### src/rtl/bin_mgr_pkg.sv
// bin_mgr_pkg: shared FSM states, default widths and CHECK routing for the bin manager.
package bin_mgr_pkg;
   localparam int WIDTH_BIN_ID_DEF = 10;
   localparam int WIDTH_CNT_DEF    = 16;
   typedef enum logic [2:0] {S_IDLE, S_CHECK, S_STORE, S_WAIT_STORE, S_LOAD, S_WAIT_LOAD, S_GRANT} state_e;
   typedef enum logic [1:0] {ROUTE_HIT, ROUTE_STORE, ROUTE_LOAD} route_e;
   function automatic route_e route_f(input logic cur_valid, input logic same_bin, input logic dirty);
      return (cur_valid && same_bin) ? ROUTE_HIT : (cur_valid && dirty) ? ROUTE_STORE : ROUTE_LOAD;
   endfunction
endpackage

### src/rtl/bin_req_fifo.sv
// bin_req_fifo: synchronous FIFO of pending bin requests with registered full/empty flags.
module bin_req_fifo #(
   parameter int WIDTH = 10,
   parameter int DEPTH = 4
) (
   input  logic             clk,
   input  logic             rst,
   input  logic             push,
   input  logic             pop,
   input  logic [WIDTH-1:0] din,
   output logic [WIDTH-1:0] dout,
   output logic             full,
   output logic             empty
);
   localparam int AW = $clog2(DEPTH);
   localparam logic [AW:0] FULL_CNT = (AW+1)'(DEPTH);
   logic [WIDTH-1:0] r_mem [DEPTH];
   logic [AW-1:0]    r_wr_ptr, r_rd_ptr;
   logic [AW:0]      r_count, w_count_nxt;
   logic             r_full, r_empty, w_push, w_pop;
   assign w_push      = push && !r_full;
   assign w_pop       = pop && !r_empty;
   assign w_count_nxt = r_count + {{AW{1'b0}}, w_push} - {{AW{1'b0}}, w_pop};
   assign dout        = r_mem[r_rd_ptr];
   assign full        = r_full;
   assign empty       = r_empty;
   always_ff @(posedge clk) begin
      if (rst) begin
         r_wr_ptr <= '0;
         r_rd_ptr <= '0;
         r_count  <= '0;
         r_full   <= 1'b0;
         r_empty  <= 1'b1;
      end else begin
         if (w_push) begin
            r_mem[r_wr_ptr] <= din;
            r_wr_ptr        <= r_wr_ptr + AW'(1);
         end
         if (w_pop) r_rd_ptr <= r_rd_ptr + AW'(1);
         r_count <= w_count_nxt;
         r_full  <= w_count_nxt == FULL_CNT;
         r_empty <= w_count_nxt == '0;
      end
   end
endmodule

### src/rtl/bin_switch_ctrl.sv
// bin_switch_ctrl: queues SAT-engine bin requests and sequences store/load/grant per request.
// Optional watchdog on the wait states is built when BIN_SWITCH_TIMEOUT_EN is defined.
module bin_switch_ctrl import bin_mgr_pkg::*; #(
   parameter int WIDTH_BIN_ID = WIDTH_BIN_ID_DEF,
   parameter int FIFO_DEPTH   = 4,
   parameter int WIDTH_CNT    = WIDTH_CNT_DEF
`ifdef BIN_SWITCH_TIMEOUT_EN
   , parameter int TIMEOUT_CYCLES = 1024
`endif
) (
   input  logic                    clk,
   input  logic                    rst,
   input  logic                    req_valid_i,
   input  logic [WIDTH_BIN_ID-1:0] req_bin_i,
   output logic                    req_ready_o,
   input  logic                    engine_dirty_i,
   output logic                    start_store_o,
   output logic [WIDTH_BIN_ID-1:0] store_bin_o,
   input  logic                    done_store_i,
   output logic                    start_load_o,
   output logic [WIDTH_BIN_ID-1:0] request_bin_num_o,
   input  logic                    done_load_i,
   output logic                    grant_valid_o,
   output logic [WIDTH_BIN_ID-1:0] grant_bin_o,
   output logic [WIDTH_BIN_ID-1:0] cur_bin_o,
   output logic                    cur_bin_valid_o,
   output logic                    busy_o,
   output logic [WIDTH_CNT-1:0]    load_cnt_o,
   output logic                    err_timeout_o
);
   state_e                  r_state;
   route_e                  w_route;
   logic [WIDTH_BIN_ID-1:0] r_req, r_cur_bin, r_store_bin, r_req_bin_num, r_grant_bin, w_head;
   logic                    r_cur_valid, r_start_store, r_start_load, r_grant_valid;
   logic [WIDTH_CNT-1:0]    r_load_cnt;
   logic                    w_full, w_empty, w_pop;
   assign w_pop   = (r_state == S_IDLE) && !w_empty;
   assign w_route = route_f(r_cur_valid, r_req == r_cur_bin, engine_dirty_i);
   bin_req_fifo #(.WIDTH(WIDTH_BIN_ID), .DEPTH(FIFO_DEPTH)) u_fifo (
      .clk   (clk),
      .rst   (rst),
      .push  (req_valid_i),
      .pop   (w_pop),
      .din   (req_bin_i),
      .dout  (w_head),
      .full  (w_full),
      .empty (w_empty)
   );
`ifdef BIN_SWITCH_TIMEOUT_EN
   localparam int W_TO = $clog2(TIMEOUT_CYCLES);
   localparam logic [W_TO-1:0] TO_LAST = W_TO'(TIMEOUT_CYCLES - 1);
   logic [W_TO-1:0] r_wait_cnt;
   logic            r_err, w_to_last;
   assign w_to_last     = r_wait_cnt == TO_LAST;
   assign err_timeout_o = r_err;
`else
   assign err_timeout_o = 1'b0;
`endif
   always_ff @(posedge clk) begin
      if (rst) begin
         r_state       <= S_IDLE;
         r_req         <= '0;
         r_cur_bin     <= '0;
         r_cur_valid   <= 1'b0;
         r_start_store <= 1'b0;
         r_store_bin   <= '0;
         r_start_load  <= 1'b0;
         r_req_bin_num <= '0;
         r_grant_valid <= 1'b0;
         r_grant_bin   <= '0;
         r_load_cnt    <= '0;
`ifdef BIN_SWITCH_TIMEOUT_EN
         r_wait_cnt    <= '0;
         r_err         <= 1'b0;
`endif
      end else begin
         r_start_store <= 1'b0;
         r_start_load  <= 1'b0;
         r_grant_valid <= 1'b0;
         case (r_state)
            S_IDLE: if (!w_empty) begin
               r_req   <= w_head;
               r_state <= S_CHECK;
            end
            S_CHECK: r_state <= (w_route == ROUTE_HIT) ? S_GRANT : (w_route == ROUTE_STORE) ? S_STORE : S_LOAD;
            S_STORE: begin
               r_start_store <= 1'b1;
               r_store_bin   <= r_cur_bin;
               r_state       <= S_WAIT_STORE;
`ifdef BIN_SWITCH_TIMEOUT_EN
               r_wait_cnt    <= '0;
`endif
            end
            // a done coinciding with the start pulse belongs to no transfer of ours
            S_WAIT_STORE: begin
               if (done_store_i && !r_start_store) begin
                  r_cur_valid <= 1'b0;
                  r_state     <= S_LOAD;
               end
`ifdef BIN_SWITCH_TIMEOUT_EN
               else if (w_to_last) begin
                  r_err       <= 1'b1;
                  r_cur_valid <= 1'b0;
                  r_state     <= S_IDLE;
               end else r_wait_cnt <= r_wait_cnt + W_TO'(1);
`endif
            end
            S_LOAD: begin
               r_start_load  <= 1'b1;
               r_req_bin_num <= r_req;
               r_load_cnt    <= (&r_load_cnt) ? r_load_cnt : r_load_cnt + WIDTH_CNT'(1);
               r_state       <= S_WAIT_LOAD;
`ifdef BIN_SWITCH_TIMEOUT_EN
               r_wait_cnt    <= '0;
`endif
            end
            S_WAIT_LOAD: begin
               if (done_load_i && !r_start_load) r_state <= S_GRANT;
`ifdef BIN_SWITCH_TIMEOUT_EN
               else if (w_to_last) begin
                  r_err       <= 1'b1;
                  r_cur_valid <= 1'b0;
                  r_state     <= S_IDLE;
               end else r_wait_cnt <= r_wait_cnt + W_TO'(1);
`endif
            end
            S_GRANT: begin
               r_grant_valid <= 1'b1;
               r_grant_bin   <= r_req;
               r_cur_bin     <= r_req;
               r_cur_valid   <= 1'b1;
               r_state       <= S_IDLE;
            end
            default: r_state <= S_IDLE;
         endcase
      end
   end
   assign req_ready_o       = !w_full;
   assign start_store_o     = r_start_store;
   assign store_bin_o       = r_store_bin;
   assign start_load_o      = r_start_load;
   assign request_bin_num_o = r_req_bin_num;
   assign grant_valid_o     = r_grant_valid;
   assign grant_bin_o       = r_grant_bin;
   assign cur_bin_o         = r_cur_bin;
   assign cur_bin_valid_o   = r_cur_valid;
   assign busy_o            = (r_state != S_IDLE) || !w_empty;
   assign load_cnt_o        = r_load_cnt;
endmodule

### config.mk
export PLATFORM = sky130hd
export DESIGN_NAME = bin_switch_ctrl
export DESIGN_NICKNAME = d
export VERILOG_FILES = /design/src/rtl/bin_mgr_pkg.sv /design/src/rtl/bin_req_fifo.sv /design/src/rtl/bin_switch_ctrl.sv
export SDC_FILE = /design/constraint.sdc
export NUM_CORES = 1
export LEC_CHECK = 0
export ABC_AREA = 1
export BUFFER_PORTS_ARGS = -buffer_cell sky130_fd_sc_hd__buf_2
export CORE_ASPECT_RATIO = 1.5
export CORE_MARGIN = 2
export CORE_UTILIZATION = 45
export CTS_CLUSTER_SIZE = 16
export DETAILED_ROUTE_END_ITERATION = 16
export HOLD_SLACK_MARGIN = 0.02
export PLACE_DENSITY = 0.66
export SETUP_SLACK_MARGIN = 0.1
export SLEW_MARGIN = 20
export SYNTH_ARGS = -nofsm -noshare
export SYNTH_HDL_FRONTEND = slang
export SYNTH_SLANG_ARGS = --single-unit
### constraint.sdc
create_clock -name clk -period 4.6 [get_ports clk]
set_input_delay 0.46 -clock clk [delete_from_list [all_inputs] [get_ports clk]]
set_output_delay 0.46 -clock clk [all_outputs]
set_load 0.02 [all_outputs]
### After elaboration in Yosys (flattened, before gate mapping)

Memory sizes are Yosys's and may differ from the RTL's. A register that Yosys moved wholly into a read port is not among the register bits.
Index checks and enable logic that the tools add are counted.

* register bits after elaboration: 62
* RAM bits: 40
* bits of input ports: 16
* logic and storage cells: 72
* memories kept: 1

* $add $sub $neg: 5
* eq/ne operators: 12
* mux-type cells: 16
* bitwise gates (word level): 2
* reductions and logical operators: 22

Memories
* u_fifo.r_mem: depth 4, bits a word 10, read ports 1, clocked after memory_dff 1, write ports 1, line bin_req_fifo.sv:17 `logic [WIDTH-1:0] r_mem [DEPTH];`

Operators with widths (count)
* one-hot mux 3 bit (6 select lines): 1
* adder 16 x 1 -> 16 bit (second input constant): 1
* AND reduction 16 bit: 1
* two-way mux 3 bit: 5
* == test 3 bit (second input constant): 4
* == test 10 bit: 1
* logical AND 1 bit: 7
* two-way mux 1 bit: 7
* == test 3 x 2 -> 1 bit (second input constant): 2
* zero test 3 bit: 2
* != test 2 bit (second input constant): 3
* AND reduction 2 bit: 3
* adder 2 x 1 -> 2 bit (second input constant): 2
* zero test 1 bit: 4
* two-way mux 2 bit: 2
* adder 3 x 1 -> 3 bit: 1
* == test 3 x 1 -> 1 bit (second input constant): 1
* AND reduction 3 bit: 1
* nonzero test 3 bit: 1
* subtractor 3 x 1 -> 3 bit: 1
* == test 2 x 1 -> 1 bit (second input constant): 1
* zero test 2 bit: 1
* inverter 1 bit: 2
* one-hot mux 1 bit (2 select lines): 1
* other kinds (2): 2

### Depth between registers and ports, before layout

* word-level depth: 7
* depth in mapped cells: 14

### Hierarchy

From an unflattened synthesis, not the netlist that was laid out.

* cells, all modules: 555
* area total of the unflattened synthesis: 4845.9 um2

By module, submodules not included
* bin_switch_ctrl: times used 1, cells each 386, area an instance 2805.2 um2, seq. area each 1261.2 um2
* bin_req_fifo: times used 1, cells each 169, area an instance 2040.7 um2, seq. area each 1421.4 um2

### Worst setup path before layout

Ideal clock, no wire load.

* kind: register to register
* from: register r_state[0]
* to: register u_fifo.r_full (netlist: u_fifo.full)
* setup time: 0.064 ns
* arrival: 2.248 ns
* slack: 2.288 ns
* stages on the path, launching flop included: 15
* buffers on the path: 1
* period minus slack after synthesis: 2.312 ns
* path through: dfxtp_1 > nor2_1 > inv_1 > nor2_2 > inv_1 > nor2_4 > buf_2 > ha_1 > inv_1 > ha_1 > fa_1 > xnor2_1 > xor2_1 > nand2_1 > nor2_1

* cells in the longest elaborated chain, start to end: 5

Ends and longest elaborated chain
* from (decl): line bin_switch_ctrl.sv:31 `state_e r_state;`
* from (signal assigned): line bin_switch_ctrl.sv:85 `S_CHECK: r_state <= (w_route == ROUTE_HIT) ? S_GRANT : (w_route == ROUTE_STORE) ? S_STORE : S_LOAD;`
* zero test 3 bit: line bin_switch_ctrl.sv:37 `assign w_pop = (r_state == S_IDLE) && !w_empty;`
* logical AND 1 bit: line bin_switch_ctrl.sv:37
* named net u_fifo.pop: line bin_req_fifo.sv:9 `input logic pop,`
* logical AND 1 bit: line bin_req_fifo.sv:22 `assign w_pop = pop && !r_empty;`
* subtractor 3 x 1 -> 3 bit: line bin_req_fifo.sv:23 `assign w_count_nxt = r_count + {{AW{1'b0}}, w_push} - {{AW{1'b0}}, w_pop};`
* == test 3 bit: line bin_req_fifo.sv:41 `r_full <= w_count_nxt == FULL_CNT;`
* to (signal assigned): line bin_req_fifo.sv:32 `r_full <= 1'b0;`
* to (signal assigned): line bin_req_fifo.sv:41
* to (decl): line bin_req_fifo.sv:20 `logic r_full, r_empty, w_push, w_pop;`

The timed path passes the listed nets, and every way through them passes these cells.
A chain may end at the register's enable or synchronous reset.

### Final worst setup path

* from: register r_state[0]
* to: register u_fifo.r_full (netlist: u_fifo.full)

* cells in the longest elaborated chain, start to end: 5

Ends and longest elaborated chain (line)
* zero test 3 bit: bin_switch_ctrl.sv:37
* logical AND 1 bit: bin_switch_ctrl.sv:37
* logical AND 1 bit: bin_req_fifo.sv:22
* subtractor 3 x 1 -> 3 bit: bin_req_fifo.sv:23
* == test 3 bit: bin_req_fifo.sv:41

No other way between the ends.

==> summary.md <==
| Metric | Value |
|---|---|
| Wire length of the first global-routing pass | `15400 µm` |
| Average via count per standard cell | `a little under 5` |
| Beginning of the worst hold path | `req_bin_i[0]` |
| TritonCTS Sinks | `112` |
| Multiplexer share of the synthesized area | `0%` |
| Result of the run | `finished, final reports clean` |
| Critical Path Fanout Max | `23` |
| Flip-flop and latch count after synthesis | `112` |
| Synthesized-area fraction occupied by and/or/nand/nor cells | `15.7%` |
| Number of hold violations in the final report | `0` |
| Core Area | `~10000 µm²` |
| Die outline area | `11300 µm²` |
| Layout cell share with drive strength beyond 1 | `17.5%` |
| Highest-count cells in the layout ignoring fill and taps | `78 x sky130_fd_sc_hd__inv_1, 78 x sky130_fd_sc_hd__o21ai_0, 77 x sky130_fd_sc_hd__buf_2, 72 x sky130_fd_sc_hd__dfxtp_1, 68 x sky130_fd_sc_hd__nor2_1` |
| Number of cells on the worst hold path | `1` |
| Maximum achievable frequency | `380 MHz` |
| Reg-to-reg setup timing slack | `1.97 ns` |
| Post-synthesis net count | `573` |
| Total gr overflow | `0` |
| Count of maximum capacitance violations | `0` |
| Critical path class | `reg2reg` |
| Post-synthesis sequential area ratio | `56.0%` |
| Critical path's most frequent cell | `sky130_fd_sc_hd__inv_1` |
| DRC | `0` |
| Maximum cell stage delay along the critical path | `about 0.38 ns` |
| Transition time at the pin with the least slew margin | `0.943 ns` |
| H-tree depth | `3` |
| RSZ-0062 raised after global routing | `false` |
| Critical path endpoint category | `flop` |
| Dominant combinational cell family by area after synthesis | `simple AND/OR/NAND/NOR gates` |
| Setup TNS | `0 ns` |
| Total Wirelength | `9280 µm` |
| Sequence of cells on the critical path | `nor2_1 -> inv_1 -> nor2_2 -> inv_1 -> nor2_4 -> ha_1 -> inv_1 -> ha_1 -> fa_1 -> xnor2_1 -> xor2_1 -> nand2_1 -> nor2_1` |
| Fraction of the mapped netlist area in adder cells | `under 10%` |
| Number of top-level design ports | `79` |
| Destination of the worst register-to-register timing path | `u_fifo.full` |
| Die outline width | `between 80 and 90 µm` |
| Overall power | `2.91 mW` |
| Fraction of the cycle the final worst path needs | `57.2%` |
| Unique masters post-synth | `35` |
| Slew Viols, Final | `0` |
| Clock latency on the worst-skew pair | `0.34 ns` |
| Slew margin rel. | `around 37%` |
| Warnings, synthesis | `0` |
| Number of placement rows | `between 40 and 50` |
| Final clock skew | `0.00673 ns` |
| Detail-routed net length per standard cell | `approximately 12 µm` |
| DP Wirelength | `6560 µm` |
| Critical Path Source Type | `flop` |
| Crit path max-delay family | `simple AND/OR/NAND/NOR gates` |
| CP arrival | `2.90 ns` |
| Depth of the most critical reg-to-reg path | `13` |
| Number of gates given a new drive strength after cts | `0` |
| Height of the die | `129 µm` |
| Hold crit path type | `in2reg` |
| Synth Area in XOR/XNOR | `less than 1%` |
| Fill cell total of the finished layout | `935` |
| Clock edge transition at the registers on the reported setup and hold paths | `about 0.080 ns` |
| Number of enable flip-flop cells after synthesis | `40` |
| Number of buffer cells added on primary ports | `77` |
| Number of iterations in the first detailed-routing pass | `4` |
| Critical Path Slowest Stage Cell | `sky130_fd_sc_hd__fa_1` |
| Ratio of total power to cell area | `537 nW/µm²` |
| Number of buffers and inverters on the critical path | `3` |
| RR Startpoint | `r_state[0]` |
| Count of inserted antenna diode cells | `0` |
| Share of synthesized flip-flops with an asynchronous set or reset | `0%` |
| Inserted Clock Buffers | `9` |
| Count of hold-fix buffers inserted at cts | `0` |
| Mean instance size in the synthesized netlist | `8.60 µm²` |
| Number of nets in the finished design | `between 600 and 700` |
| Final std cells w/o fill | `between 700 and 800` |
| Global placer's final weighted congestion | `about 0.87` |
| Min cycle time layout | `between 2 and 3 ns` |
| End point of the worst hold path | `u_fifo.r_mem[3][0]` |
| Post-Synthesis Cell Area | `4720 µm²` |
| CTS Root Cell | `sky130_fd_sc_hd__clkbuf_16` |
| Post-CTS Setup Repair Bufs | `0` |
| Synthesis-to-layout area growth | `14.6%` |
| Synth Instances | `549` |
| Number of antenna violations at the first check in global routing | `0` |
| Complex-gate fraction of the synthesized area | `between 10% and 20%` |
| Placed cells | `735` |
| Maximum number of pins on one net before global-route repair | `61` |
| Number of nets with antenna violations after routing | `0` |
| Global-route total usage across every layer | `17.0%` |
| Clock tree from TritonCTS | `done` |
| Number of buffers between clock root and the deepest sink | `2` |
| Initial core utilization | `between 40 and 50%` |
| Cell leakage power | `2.24 nW` |
| Number of violations reported at the end of detailed-routing iteration 0 | `188` |
| Number of setup violations in the final report | `0` |
| Post-synth top flop | `sky130_fd_sc_hd__dfxtp_1` |
| Worst endpoint required time | `4.88 ns` |
| Vias in the first global route | `3382` |
| DR vias | `3618` |
| Worst supply voltage drop on vdd | `0.000263 V` |
-- flip-flops by register name, indices dropped and copies added, names as in the netlist --
| name | count |
|---|---|
| cur_bin_valid_o | 1 |
| request_bin_num_o | 10 |
| grant_bin_o | 10 |
| r_req | 10 |
| start_load_o | 1 |
| u_fifo.r_wr_ptr | 2 |
| u_fifo.r_mem | 40 |
| store_bin_o | 10 |
| u_fifo.empty | 1 |
| u_fifo.full | 1 |
| load_cnt_o | 16 |
| u_fifo.r_count | 3 |
| u_fifo.r_rd_ptr | 2 |
| r_state | 3 |
| grant_valid_o | 1 |
| start_store_o | 1 |
-- per-layer routing --
metal,GRT usage (%),up-vias,part of all wire [%]
met4,8.60,0,1.2
met5,0,-,0
met2,28.3,72,49
li1,-,1902,-
met1,20.8,1636,46
met3,3.38,8,3.0
-- how the worst max path moves through the flow --
stage,to,cells after the start,startpoint,slack (ns)
global route,u_fifo.full,13,r_state[0],1.76
finish,u_fifo.full,13,r_state[0],1.97
CTS,u_fifo.full,13,r_state[0],2.00
floorplan,u_fifo.full,14,r_state[0],2.29
global placement,u_fifo.empty,12,r_state[0],2.19
detailed placement,u_fifo.full,13,r_state[0],2.02
-- cell usage after synthesis, drive strengths merged, types with 2 or more instances --
| library cell | n | area share [%] |
|---|---|---|
| edfxtp | 40 | 25 |
| ha | 7 | 1.9 |
| nor3b | 2 | 0.42 |
| nor3 | 11 | 1.4 |
| buf | 14 | 2.2 |
| nand4 | 3 | 0.40 |
| dfxtp | 72 | 31 |
| nand3 | 15 | 1.7 |
| o21ai | 78 | 8.3 |
| a21oi | 47 | 5.0 |
| inv | 82 | 6.5 |
| nor2 | 73 | 6.3 |
| clkbuf | 19 | 1.6 |
| a31oi | 11 | 1.5 |
| nand2 | 66 | 5.3 |
-- through the flow --
| stage | hold slack [ns] | setup slack, ns | utilization (%) | area, µm² |
|---|---|---|---|---|
| after detailed placement | 0.435 | 2.02 | 50.2 | 5110 |
| after floorplan | 0.471 | 2.29 | - | 4720 |
| after global routing | 0.324 | 1.76 | 53.1 | 5410 |
| after CTS | 0.316 | 2.00 | 53.1 | 5410 |
| final | 0.333 | 1.97 | 53.1 | 5410 |
| after global placement | 0.429 | 2.19 | 50.2 | 5110 |
-- cell type report --
class | instances | area, µm² | share of cell area, %
Sequential cell | 112 | 2640 | 48.9
Multi-Input combinational cell | 322 | 1600 | 29.5
Timing Repair Buffer | 78 | 393 | 7.26
Inverter | 82 | 308 | 5.69
Clock buffer | 11 | 243 | 4.49
Tap cell | 141 | 176 | 3.26
Clock inverter | 5 | 51.3 | 0.948
-- power by group --
group / internal [mW] / switching [mW] / total [mW]
combinational: 0.269 / 0.540 / 0.810
clock: 0.394 / 0.363 / 0.757
sequential: 1.20 / 0.139 / 1.34
-- kinds of logic after synthesis --
| group | count (synthesis) |
|---|---|
| DFF | 112 |
| AOI/OAI and AO/OA | 140 |
| adders and majority gates | 8 |
| and+or+nand+nor | 171 |
| buffers and inverters | 115 |
| other | 1 |
| xor gates and xnor gates | 2 |
No activity file was read; power rests on OpenSTA's default activity.
